`src/rtl/mc_ctrl_fsm.sv`:
```
// Multi-cycle CPU control unit: Moore FSM sequencing IF/ID/EX/MEM/WB.
// Drives datapath enables, one-hot B/~B operand strobes and a retire counter.
module mc_ctrl_fsm #(
    parameter int CNT_W = 16
) (
    input  logic             clk,
    input  logic             rst_n,
    input  logic [5:0]       opcode,
    input  logic [5:0]       funct,
    input  logic             zero,
    input  logic             mem_ready,
    output logic             pc_we,
    output logic [1:0]       pc_src,
    output logic             ir_we,
    output logic             mem_rd,
    output logic             mem_wr,
    output logic             mem_iord,
    output logic             reg_we,
    output logic             reg_dst,
    output logic             mem2reg,
    output logic             b_sel,
    output logic             bn_sel,
    output logic [2:0]       alu_op,
    output logic             trap,
    output logic [CNT_W-1:0] instr_cnt
);

    localparam logic [3:0] S_RST    = 4'd0;
    localparam logic [3:0] S_IF     = 4'd1;
    localparam logic [3:0] S_ID     = 4'd2;
    localparam logic [3:0] S_EX_R   = 4'd3;
    localparam logic [3:0] S_EX_AD  = 4'd4;
    localparam logic [3:0] S_MEM_RD = 4'd5;
    localparam logic [3:0] S_MEM_WR = 4'd6;
    localparam logic [3:0] S_WB_R   = 4'd7;
    localparam logic [3:0] S_WB_MEM = 4'd8;
    localparam logic [3:0] S_EX_BR  = 4'd9;
    localparam logic [3:0] S_EX_J   = 4'd10;
    localparam logic [3:0] S_TRAP   = 4'd11;

    localparam logic [5:0] OP_R   = 6'b000000;
    localparam logic [5:0] OP_LW  = 6'b100011;
    localparam logic [5:0] OP_SW  = 6'b101011;
    localparam logic [5:0] OP_BEQ = 6'b000100;
    localparam logic [5:0] OP_J   = 6'b000010;

    localparam logic [5:0] FN_ADD = 6'b100000;
    localparam logic [5:0] FN_SUB = 6'b100010;
    localparam logic [5:0] FN_AND = 6'b100100;
    localparam logic [5:0] FN_OR  = 6'b100101;
    localparam logic [5:0] FN_SLT = 6'b101010;

    localparam logic [2:0] ALU_ADD = 3'b000;
    localparam logic [2:0] ALU_AND = 3'b001;
    localparam logic [2:0] ALU_OR  = 3'b010;
    localparam logic [2:0] ALU_SLT = 3'b011;
    localparam logic [2:0] ALU_SUB = 3'b100;

    logic [3:0]       state_q;
    logic [3:0]       state_d;
    logic [5:0]       op_q;
    logic [5:0]       fn_q;
    logic             trap_q;
    logic [CNT_W-1:0] cnt_q;
    logic [2:0]       r_alu;
    logic             r_ok;
    logic             retire;
    logic             strobe_en;

    // R-type function decode from the funct field latched in ID
    always_comb begin
        r_ok  = 1'b1;
        r_alu = ALU_ADD;
        case (fn_q)
            FN_ADD:  r_alu = ALU_ADD;
            FN_SUB:  r_alu = ALU_SUB;
            FN_AND:  r_alu = ALU_AND;
            FN_OR:   r_alu = ALU_OR;
            FN_SLT:  r_alu = ALU_SLT;
            default: r_ok  = 1'b0;
        endcase
    end

    // Next-state selection
    always_comb begin
        state_d = state_q;
        unique case (state_q)
            S_RST: state_d = S_IF;
            S_IF: if (mem_ready) state_d = S_ID;
            S_ID: begin
                case (opcode)
                    OP_R:         state_d = S_EX_R;
                    OP_LW, OP_SW: state_d = S_EX_AD;
                    OP_BEQ:       state_d = S_EX_BR;
                    OP_J:         state_d = S_EX_J;
                    default:      state_d = S_TRAP;
                endcase
            end
            S_EX_R:   state_d = r_ok ? S_WB_R : S_TRAP;
            S_EX_AD:  state_d = (op_q == OP_LW) ? S_MEM_RD : S_MEM_WR;
            S_MEM_RD: if (mem_ready) state_d = S_WB_MEM;
            S_MEM_WR: if (mem_ready) state_d = S_IF;
            S_WB_R, S_WB_MEM,
            S_EX_BR, S_EX_J: state_d = S_IF;
            S_TRAP:   state_d = S_TRAP;
            default:  state_d = S_RST;
        endcase
    end

    // An instruction retires on the edge leaving its final state
    always_comb begin
        retire = 1'b0;
        unique case (state_q)
            S_WB_R, S_WB_MEM,
            S_EX_BR, S_EX_J: retire = 1'b1;
            S_MEM_WR:        retire = mem_ready;
            default:         retire = 1'b0;
        endcase
    end

    // State, latched IR fields, sticky trap and retire counter
    always_ff @(posedge clk or negedge rst_n) begin
        if (!rst_n) begin
            state_q <= S_RST;
            op_q    <= '0;
            fn_q    <= '0;
            trap_q  <= 1'b0;
            cnt_q   <= '0;
        end else begin
            state_q <= state_d;
            if (state_q == S_ID) begin
                op_q <= opcode;
                fn_q <= funct;
            end
            if (state_d == S_TRAP) trap_q <= 1'b1;
            if (retire) cnt_q <= cnt_q + CNT_W'(1);
        end
    end

    // Moore output decode; only IF and EX_BR look at live inputs
    always_comb begin
        pc_we     = 1'b0;
        pc_src    = 2'b00;
        ir_we     = 1'b0;
        mem_rd    = 1'b0;
        mem_wr    = 1'b0;
        mem_iord  = 1'b0;
        reg_we    = 1'b0;
        reg_dst   = 1'b0;
        mem2reg   = 1'b0;
        alu_op    = ALU_ADD;
        strobe_en = 1'b1;
        unique case (state_q)
            S_IF: begin
                mem_rd = 1'b1;
                ir_we  = mem_ready;
                pc_we  = mem_ready;
            end
            S_ID:    ;
            S_EX_R:  alu_op = r_alu;
            S_EX_AD: ;
            S_MEM_RD: begin
                mem_rd   = 1'b1;
                mem_iord = 1'b1;
            end
            S_MEM_WR: begin
                mem_wr   = 1'b1;
                mem_iord = 1'b1;
            end
            S_WB_R: begin
                reg_we  = 1'b1;
                reg_dst = 1'b1;
            end
            S_WB_MEM: begin
                reg_we  = 1'b1;
                mem2reg = 1'b1;
            end
            S_EX_BR: begin
                alu_op = ALU_SUB;
                pc_we  = zero;
                pc_src = 2'b01;
            end
            S_EX_J: begin
                pc_we  = 1'b1;
                pc_src = 2'b10;
            end
            default: strobe_en = 1'b0;
        endcase
    end

    // Exactly one operand strobe outside RST/TRAP; ~B for sub and slt
    always_comb begin
        bn_sel = strobe_en &&
                 ((alu_op == ALU_SUB) || (alu_op == ALU_SLT));
        b_sel  = strobe_en && !bn_sel;
    end

    assign trap      = trap_q;
    assign instr_cnt = cnt_q;

endmodule

```
`config.mk`:
```
export PLATFORM = sky130hd
export DESIGN_NAME = mc_ctrl_fsm
export DESIGN_NICKNAME = d
export VERILOG_FILES = /design/src/rtl/mc_ctrl_fsm.sv
export SDC_FILE = /design/constraint.sdc
export NUM_CORES = 1
export LEC_CHECK = 0
export BUFFER_PORTS_ARGS = -buffer_cell sky130_fd_sc_hd__buf_2
export CORE_MARGIN = 2
export CORE_UTILIZATION = 23
export DETAILED_ROUTE_END_ITERATION = 6
export PLACE_DENSITY = 0.41
export SYNTH_ARGS = -nofsm -noshare
export SYNTH_HDL_FRONTEND = slang
export SYNTH_SLANG_ARGS = --single-unit
```
`constraint.sdc`:
```
create_clock -name clk -period 2.3 [get_ports clk]
set_input_delay 0.115 -clock clk [delete_from_list [all_inputs] [get_ports clk]]
set_output_delay 0.115 -clock clk [all_outputs]
set_load 0.02 [all_outputs]
```
==> impl_metrics.yaml, run 1 <==
timing:
  finalHoldViolations: 0
  setup_tns_ps: 0
  fmax_mhz: 518
  fin_worst_skew_ps: 5.51
  worstMarginPinSlew_ps: 749
  period_minus_slack_ps: 1930
  maxSlewHeadroom_pct: 50.1
  rsz0062_at_grt: "no"
  final_max_slew_viol_count: 0
  timing.final.crit_share_pct: 83.9
  setup_viol: 0
route:
  routed_wl_mm: 4.29
  via_per_inst: 4.52
  wl_met1_mm: 2.07
  post_drt_wl_per_cell_um: 13.2
  vias: 1473
  drcViolationCount: 0
  top_layer_used: "met4"
  dr_wl_met2_mm: 1.97
  drt_iter0_markers: 46
  met3WireLength_um: 169
  dr.pass1.iters: 4
  ant_nets: 0
setup_path:
  cp-startpoint: "state_q[2]"
  reg2reg_slack_ps: 510
  cp.arrival_ps: 1820
  cp-start-kind: "flip-flop"
  cpPeakStageDelay_ps: 620
  r2r_end: "instr_cnt[15]"
  crit_chain: "and2b_1 -> nand2b_1 -> inv_1 -> a211o_1 -> buf_2"
  crit_fanout: 15
  required_ps: 2180
  r2r_cells: 5
  cp-end-kind: "output port"
  reg2reg_from: "state_q[2]"
  worstSetupPathType: "flip-flop to output port"
  slowest_stage: "dfrtp_1"
synthesis:
  syn_inst: 174
  ys_types: 44
  synth_top_family_by_area: "simple AND/OR/NAND/NOR gates"
  synth-compound-area-share_pct: 9.75
  ys_async_sr_fraction_pct: 100
  yosys.area_share.simple_pct: 23.8
  synthAdderAreaFrac_pct: 0.707
  synth-xor-area-share_pct: 7.42
  synth_top_area_share_pct: 46.6
  synth-edff-count: 0
  syn_avg_cell_area_um2: 10.2
  synth.area.top_cells: "dfrtp_1, mux2_2, xnor2_1, nand2_1, nor2_1"
  synth_area_um2: 1770
  synth-seq-cells: 33
  ys_seq_area_share_pct: 46.6
  yosysTopAreaCell: "dfrtp_1"
  synth.area.mux_share_pct: 8.83
  ys.warnings.count: 0
  syn_nets: 191
  ys.flop_type: "dfrtp_1"
floorplan:
  initial_utilization_pct: 24.0
  rows: 31
  die_area_um2: 8420
  die_y_um: 91.7
  die_x_um: 91.7
  io_pins: 48
  fp.coreArea_um2: 7370
global_routing:
  first_global_vias: 1457
  grt_start_max_net_pins: 34
  grt.total_usage_pct: 10.9
  grt_pass1_wl_mm: 7.33
  grt_antenna_before_repair: 0
  overflow: 0
clock_network:
  cts_buffer_depth: 2
  clk_latency_ps: 280
  tritoncts: "done"
  numCtsBuffers: 5
  h-tree-depth: 2
  cts_root_buffer: "clkbuf_8"
  clk_pin_slew_worst_paths_ps: 70
  clock_sink_count: 33
  cts_resized: 0
final_layout:
  layout.cells.non_filler: 326
  layout.nets: 243
  areaGrowthSynthToFinish_pct: 25.0
  diodes: 0
  fin_area_um2: 2210
  drive_gt1_share_pct: 33.9
min_path:
  holdPathStages: 2
  min_to: "fn_q[2]"
  hold_path.startpoint: "funct[2]"
  hold_path.class: "input pin to flip-flop"
placement:
  place.gp.congestion: 0.753
  placed_cells_incl_taps: 317
  port_buffers: 47
  dp_hpwl_mm: 3.22
  placed_area_um2: 2120
power:
  vdd_drop_max_v: 0.000213
  p_leak_nw: 1.02
  p_per_area_nw_per_um2: 1200
  p_total_mw: 2.65
job:
  drv_cap: 0
status:
  status: "finished clean"
[cell usage after synthesis, drive strengths merged, types with 3 or more instances]
cell	number
nand2	15
nand4	4
nand3	9
and3	4
nor2	15
a21oi	7
nand2b	8
mux2	13
inv	5
dfrtp	33
xnor2	11
nor3	6
o21ai	4
nor3b	3
buf	4
xor2	4
[layout make-up]
cell class	instances	area [µm²]
inverters	5	18.8
fillers	814	5160
clock inverters	2	10.0
clock buffers	6	72.6
flip-flops and latches	33	826
well taps	99	124
multi-input cells	130	895
repair buffers	51	268
[stage by stage]
stage | hold slack (ps) | worst slack, ps | util [%]
4_1_cts | 51.5 | 334 | 30.0
2_1_floorplan | -181 | 404 | -
3_3_place_gp | 234 | 454 | 28.8
5_1_grt | 60.1 | 209 | 30.0
6_report | 63.1 | 369 | 30.0
3_5_place_dp | 234 | 494 | 28.8
[power breakdown]
part / internal [mW] / switching, mW
clock: 0.210 / 0.207
sequential: 0.783 / 0.241
combinational: 0.542 / 0.664
[cells in the final DEF, fill, tap and decap left out, types with 3 or more instances in the layout]
cell	count
inv_1	5
nor2_1	15
and3_1	4
nand2b_1	8
nand4_1	4
dfrtp_1	33
mux2_2	13
buf_4	3
buf_2	47
a21oi_1	7
nand2_1	15
nor3_1	5
xor2_1	4
nand3_1	9
clkbuf_8	5
xnor2_1	11
o21ai_0	4
[worst max-delay path by stage]
| stage | to | slack (ps) | depth (start not counted) |
|---|---|---|---|
| floorplan | pc_we | 400 | 4 |
| global placement | instr_cnt[15] | 450 | 5 |
| detailed placement | instr_cnt[15] | 490 | 5 |
| CTS | pc_we | 330 | 5 |
| global route | pc_we | 210 | 5 |
| finish | pc_we | 370 | 5 |
[per-layer routing]
| layer | global-route usage (%) | up-vias |
|---|---|---|
| met2 | 16.9 | 33 |
| met5 | 0 | - |
| met4 | 4.48 | 0 |
| li1 | - | 723 |
| met1 | 15.0 | 710 |
| met3 | 2.22 | 7 |
[what timing repair did]
action	4_1_cts	5_1_grt
endpoints found under the hold margin	33	0
setup buffers	0	0
hold buffers	1	0
[logic make-up (layout without fill, tap and decap cells)]
group	count (synthesis)	in the layout
simple gates	77	77
flops	33	33
compound gates	23	23
xor+xnor	15	15
mux	14	14
buf+inv	11	64
fa+ha+maj	1	1
[flip-flops by register name, indices dropped and copies added, names as in the netlist]
| signal | count |
|---|---|
| state_q | 4 |
| op_q | 6 |
| fn_q | 6 |
| instr_cnt | 16 |
| trap | 1 |
[worst max-delay path: cells and delay by family, from the launching register on]
| kind | cells | cell delay (ps) |
|---|---|---|
| DFF | 1 | 620 |
| buffers and inverters | 2 | 210 |
| AOI/OAI and AO/OA | 1 | 280 |
| and+or+nand+nor | 2 | 420 |
Note: power is estimated with default switching activity, not from simulation.
==> inputs of run 2 (changes only) <==
--- a/config.mk
+++ b/config.mk
@@ -5,6 +5,7 @@
 export SDC_FILE = /design/constraint.sdc
 export NUM_CORES = 1
 export LEC_CHECK = 0
+export ABC_AREA = 1
 export BUFFER_PORTS_ARGS = -buffer_cell sky130_fd_sc_hd__buf_2
 export CORE_MARGIN = 2
 export CORE_UTILIZATION = 23
==> constraint.sdc (replaced) <==
create_clock -name clk -period 2 [get_ports clk]
set_input_delay 0.1 -clock clk [delete_from_list [all_inputs] [get_ports clk]]
set_output_delay 0.1 -clock clk [all_outputs]
set_load 0.02 [all_outputs]
==> impl_metrics.yaml, run 2 <==
placement:
  dp_hpwl_mm: 4.26
  port_buffers: 47
  place.gp.congestion: 0.792
timing:
  setup_tns_ps: 0
  rsz0062_at_grt: "no"
  maxSlewHeadroom_pct: 48.1
  final_max_slew_viol_count: 0
  worstMarginPinSlew_ps: 779
  setup_viol: 0
  timing.final.crit_share_pct: 90.9
  fmax_mhz: 550
  fin_worst_skew_ps: 2.56
  finalHoldViolations: 0
  hold_ws_ps: 16.1
  period_minus_slack_ps: 1820
clock_network:
  clock_sink_count: 33
  clk_pin_slew_worst_paths_ps: 70
  clk_latency_ps: 280
  post-cts-setup-buffers: 0
  h-tree-depth: 2
  numCtsBuffers: 5
  tritoncts: "done"
  cts_buffer_depth: 2
  cts_root_buffer: "clkbuf_8"
final_layout:
  fillers: 975
  areaGrowthSynthToFinish_pct: 23.3
  layout_commonest_cell: "nand2_1"
  layout.nets: 350
  diodes: 0
  largest_reg_flops: 16
  drive_gt1_share_pct: 24.3
  final_cell_mix: "nand2_1, buf_2, nor2_1, inv_1, dfrtp_1"
synthesis:
  synth-seq-cells: 33
  ys.flop_type: "dfrtp_1"
  ys_async_sr_fraction_pct: 100
  synth_common_cells: "nand2_1, nor2_1, inv_1"
  syn_inst: 279
  synth_top_area_share_pct: 40.6
  syn_nets: 296
  syn_avg_cell_area_um2: 7.29
  synth_area_um2: 2030
  yosys.cell_count.top_type: "nand2_1"
  ys_types: 32
  synth-edff-count: 0
  yosysTopAreaCell: "dfrtp_1"
  ys_seq_area_share_pct: 40.6
  synth.area.top_cells: "dfrtp_1, nand2_1, nor2_1, inv_1, nand3_1"
  ys.warnings.count: 0
setup_path:
  cp-start-kind: "flip-flop"
  cp.arrival_ps: 1720
  worstSetupPathType: "flip-flop to output port"
  crit_fanout: 6
  cp-end-kind: "output port"
  required_ps: 1900
global_routing:
  grt_start_max_net_pins: 34
  use_met3_pct: 2.93
  first_global_vias: 1974
  grt_use_met1_pct: 14.1
  grt_use_met2_pct: 20.8
  busiest_layer: "met2"
  grt.total_usage_pct: 11.8
  grt_pass1_wl_mm: 9.10
  grt_antenna_before_repair: 0
  overflow: 0
route:
  drt_iter0_markers: 33
  drcViolationCount: 0
  via_per_inst: 4.30
  ant_nets: 0
  dr.pass1.iters: 4
  post_drt_wl_per_cell_um: 12.0
  vias: 1897
  routed_wl_mm: 5.30
power:
  p_total_mw: 3.36
  vdd_drop_max_v: 0.000415
  p_per_area_nw_per_um2: 1340
  p_leak_nw: 1.30
floorplan:
  die_x_um: 98.1
  rows: 34
  die_area_um2: 9610
  die_y_um: 98.1
  fp.coreArea_um2: 8640
  initial_utilization_pct: 23.6
  io_pins: 48
status:
  status: "finished clean"
min_path:
  hold_path.class: "input pin to flip-flop"
job:
  drv_cap: 0
[run 2: cell count changes after synthesis, moves of 5 or more]
cell and change:
nor2_2 +6, xnor2_1 -9, mux2_2 -13, nor2_1 +24
o21ai_0 +12, inv_1 +32, xor2_1 +6, nand2b_1 -8
nand3_1 +9, a21oi_1 -5, nand2_1 +56
[run 2: worst paths after layout]
check | start | end | slack (ps) | depth (start not counted)
setup reg to reg | state_q[1] | instr_cnt[7] | 380 | 8
hold reg to reg | fn_q[4] | fn_q[4] | 470 | 2
min in group asynchronous | rst_n | instr_cnt[5] | 430 | 2
max in group asynchronous | rst_n | op_q[3] | 1060 | 2
setup / recovery | state_q[1] | b_sel | 180 | 6
hold / removal | funct[4] | fn_q[4] | 20 | 3
[run 2: through the flow]
| stage | area [µm²] | worst slack, ps | util [%] | cells |
|---|---|---|---|---|
| 6_report | 2510 | 182 | 29.0 | 441 |
| 5_1_grt | 2510 | 8.96 | 29.0 | 441 |
| 4_1_cts | 2500 | 36.2 | 29.0 | 441 |
| 3_5_place_dp | 2400 | 254 | 27.7 | 433 |
| 3_3_place_gp | 2400 | 213 | 27.7 | 433 |
| 2_1_floorplan | 2030 | 314 | - | 279 |
[run 2: per-layer routing]
| layer | part of all wire [%] | vias up | wire length, µm |
|---|---|---|---|
| met3 | 4.6 | 6 | 242 |
| met5 | 0 | - | 0 |
| met4 | 1.1 | 0 | 59 |
| met2 | 50 | 41 | 2650 |
| met1 | 44 | 864 | 2350 |
| li1 | - | 986 | - |
[run 2: kinds of logic after synthesis]
kind of cell,after synthesis,synth area share [%]
AOI/OAI and AO/OA,24,6.46
xor gates and xnor gates,12,5.17
adders and majority gates,1,0.615
buffers and inverters,45,8.92
DFF,33,40.6
and+or+nand+nor,164,38.3
[run 2: critical path, stage by stage (launching register included)]
cell and delay (ps):
dfrtp_1 520, nand2_2 180, nor2_4 190, nand3_1 140, o21ai_1 180, nor2_1 80
buf_2 160
[run 2: cell type report]
class	count	area (µm²)	share of cell area (%)
Multi-Input combinational cell	201	1040	41.6
Tap cell	108	135	5.39
Clock buffer	7	86.3	3.44
Inverter	42	158	6.28
Sequential cell	33	826	32.9
Timing Repair Buffer	50	260	10.4
[run 2: where the power goes]
| part | internal, mW | switching, mW | total, mW |
|---|---|---|---|
| clock network | 0.273 | 0.240 | 0.513 |
| registers | 0.910 | 0.223 | 1.13 |
| logic | 0.538 | 1.17 | 1.71 |
[run 2: what timing repair did]
item / in CTS / in global routing
hold buffers: 1 / 0
resized for setup: 2 / 2
setup endpoints to repair: 1 / 2
endpoints found under the hold margin: 33 / 0
==> inputs of run 3 (changes only) <==
==> constraint.sdc (replaced) <==
create_clock -name clk -period 2 [get_ports clk]
set_input_delay 0 -clock clk [delete_from_list [all_inputs] [get_ports clk]]
set_output_delay 0 -clock clk [all_outputs]
set_load 0.02 [all_outputs]
==> impl_metrics.yaml, run 3 (synthesized netlist as in run 2, its figures left out) <==
status:
  status: "finished clean"
job:
  drv_cap: 0
setup_path:
  reg2reg_from: "state_q[1]"
  cp-start-kind: "flip-flop"
  cp.arrival_ps: 1760
  cp-end-kind: "output port"
  worstSetupPathType: "flip-flop to output port"
  required_ps: 2000
  cp-startpoint: "state_q[1]"
  crit_fanout: 6
clock_network:
  clk_latency_ps: 280
  h-tree-depth: 2
  cts_root_buffer: "clkbuf_8"
  cts_resized: 0
  numCtsBuffers: 5
  clock_sink_count: 33
  clk_pin_slew_worst_paths_ps: 70
  cts_buffer_depth: 2
  tritoncts: "done"
global_routing:
  grt_start_max_net_pins: 34
  first_global_vias: 1923
  grt_antenna_before_repair: 0
  overflow: 0
  grt_pass1_wl_mm: 8.90
  grt.total_usage_pct: 11.6
final_layout:
  layout.nets: 358
  layout_commonest_cell: "nand2_1"
  fin_util_pct: 29.8
  layout.cells.non_filler: 449
  drive_gt1_share_pct: 22.9
  regArea_um2: 826
  multi_input_area_um2: 1030
  areaGrowthSynthToFinish_pct: 26.4
  largest_reg_flops: 16
  final_cell_mix: "nand2_1, buf_2, nor2_1, inv_1, dfrtp_1"
  diodes: 0
  fillers: 983
placement:
  dp_hpwl_mm: 4.20
  placed_cells_incl_taps: 433
  port_buffers: 47
  place.gp.congestion: 0.859
floorplan:
  die_x_um: 98.1
  fp.coreArea_um2: 8640
  rows: 34
  die_area_um2: 9610
  initial_utilization_pct: 23.6
  io_pins: 48
  die_y_um: 98.1
route:
  vias: 1949
  dr.pass1.iters: 4
  drt_iter0_markers: 51
  post_drt_wl_per_cell_um: 11.8
  ant_nets: 0
  routed_wl_mm: 5.28
  drcViolationCount: 0
  via_per_inst: 4.34
timing:
  hold_ws_ps: 17.0
  fin_worst_skew_ps: 3.55
  setup_viol: 0
  finalHoldViolations: 0
  worstMarginPinSlew_ps: 781
  timing.final.crit_share_pct: 87.8
  maxSlewHeadroom_pct: 47.9
  rsz0062_at_grt: "no"
  fmax_mhz: 570
  final_max_slew_viol_count: 0
  period_minus_slack_ps: 1760
  setup_tns_ps: 0
min_path:
  hold_path.class: "input pin to flip-flop"
  hold_path.startpoint: "opcode[0]"
power:
  p_per_area_nw_per_um2: 1300
  p_total_mw: 3.34
  vdd_drop_max_v: 0.000402
  p_leak_nw: 1.34
[run 3: cell types whose count changed in the layout (fill, tap and decap cells not counted), sizes merged]
| cell | delta |
|---|---|
| dlygate4sd3 | +8 |
[run 3: critical path, stage by stage (launching register included)]
cell and delay, ps:
dfrtp_1 510, nand2_2 160, nor2_1 250, nand3_1 140
o21ai_1 180, nor2_1 80, buf_2 160
[run 3: report_power, final]
group | switching [mW] | internal [mW]
Sequential | 0.217 | 0.910
Combinational | 1.17 | 0.538
Clock | 0.239 | 0.273
Total | 1.62 | 1.72
[run 3: what timing repair did]
item                                   4_1_cts  5_1_grt
hold buffers                                 9        0
endpoints found under the hold margin       41        0
buffers inserted                             0        0
[run 3: layout make-up]
class / instances / area share [%]
Sequential cell: 33 / 32.1
Clock buffer: 7 / 3.36
Timing Repair Buffer: 58 / 13.2
Multi-Input combinational cell: 201 / 39.9
Tap cell: 108 / 5.25
Inverter: 42 / 6.13
[run 3: layer usage]
layer  global-route usage, %  part of all wire, %
met1                    13.9                   45
met4                    3.53                  1.3
met5                       0                    0
met3                    3.15                  4.4
met2                    20.2                   49
[run 3: worst paths after layout]
kind	end	cells after the start	slack, ps
setup / recovery	b_sel	6	240
hold / removal	op_q[0]	3	20
setup reg to reg	instr_cnt[7]	8	400
hold reg to reg	trap	2	470
max in group asynchronous	op_q[0]	2	1170
min in group asynchronous	instr_cnt[5]	2	330
[run 3: through the flow]
stage,worst slack (ps),cell area [µm²]
global route,18.2,2570
detailed placement,376,2400
finish,244,2570
CTS,200,2570
floorplan,314,2030
global placement,383,2400
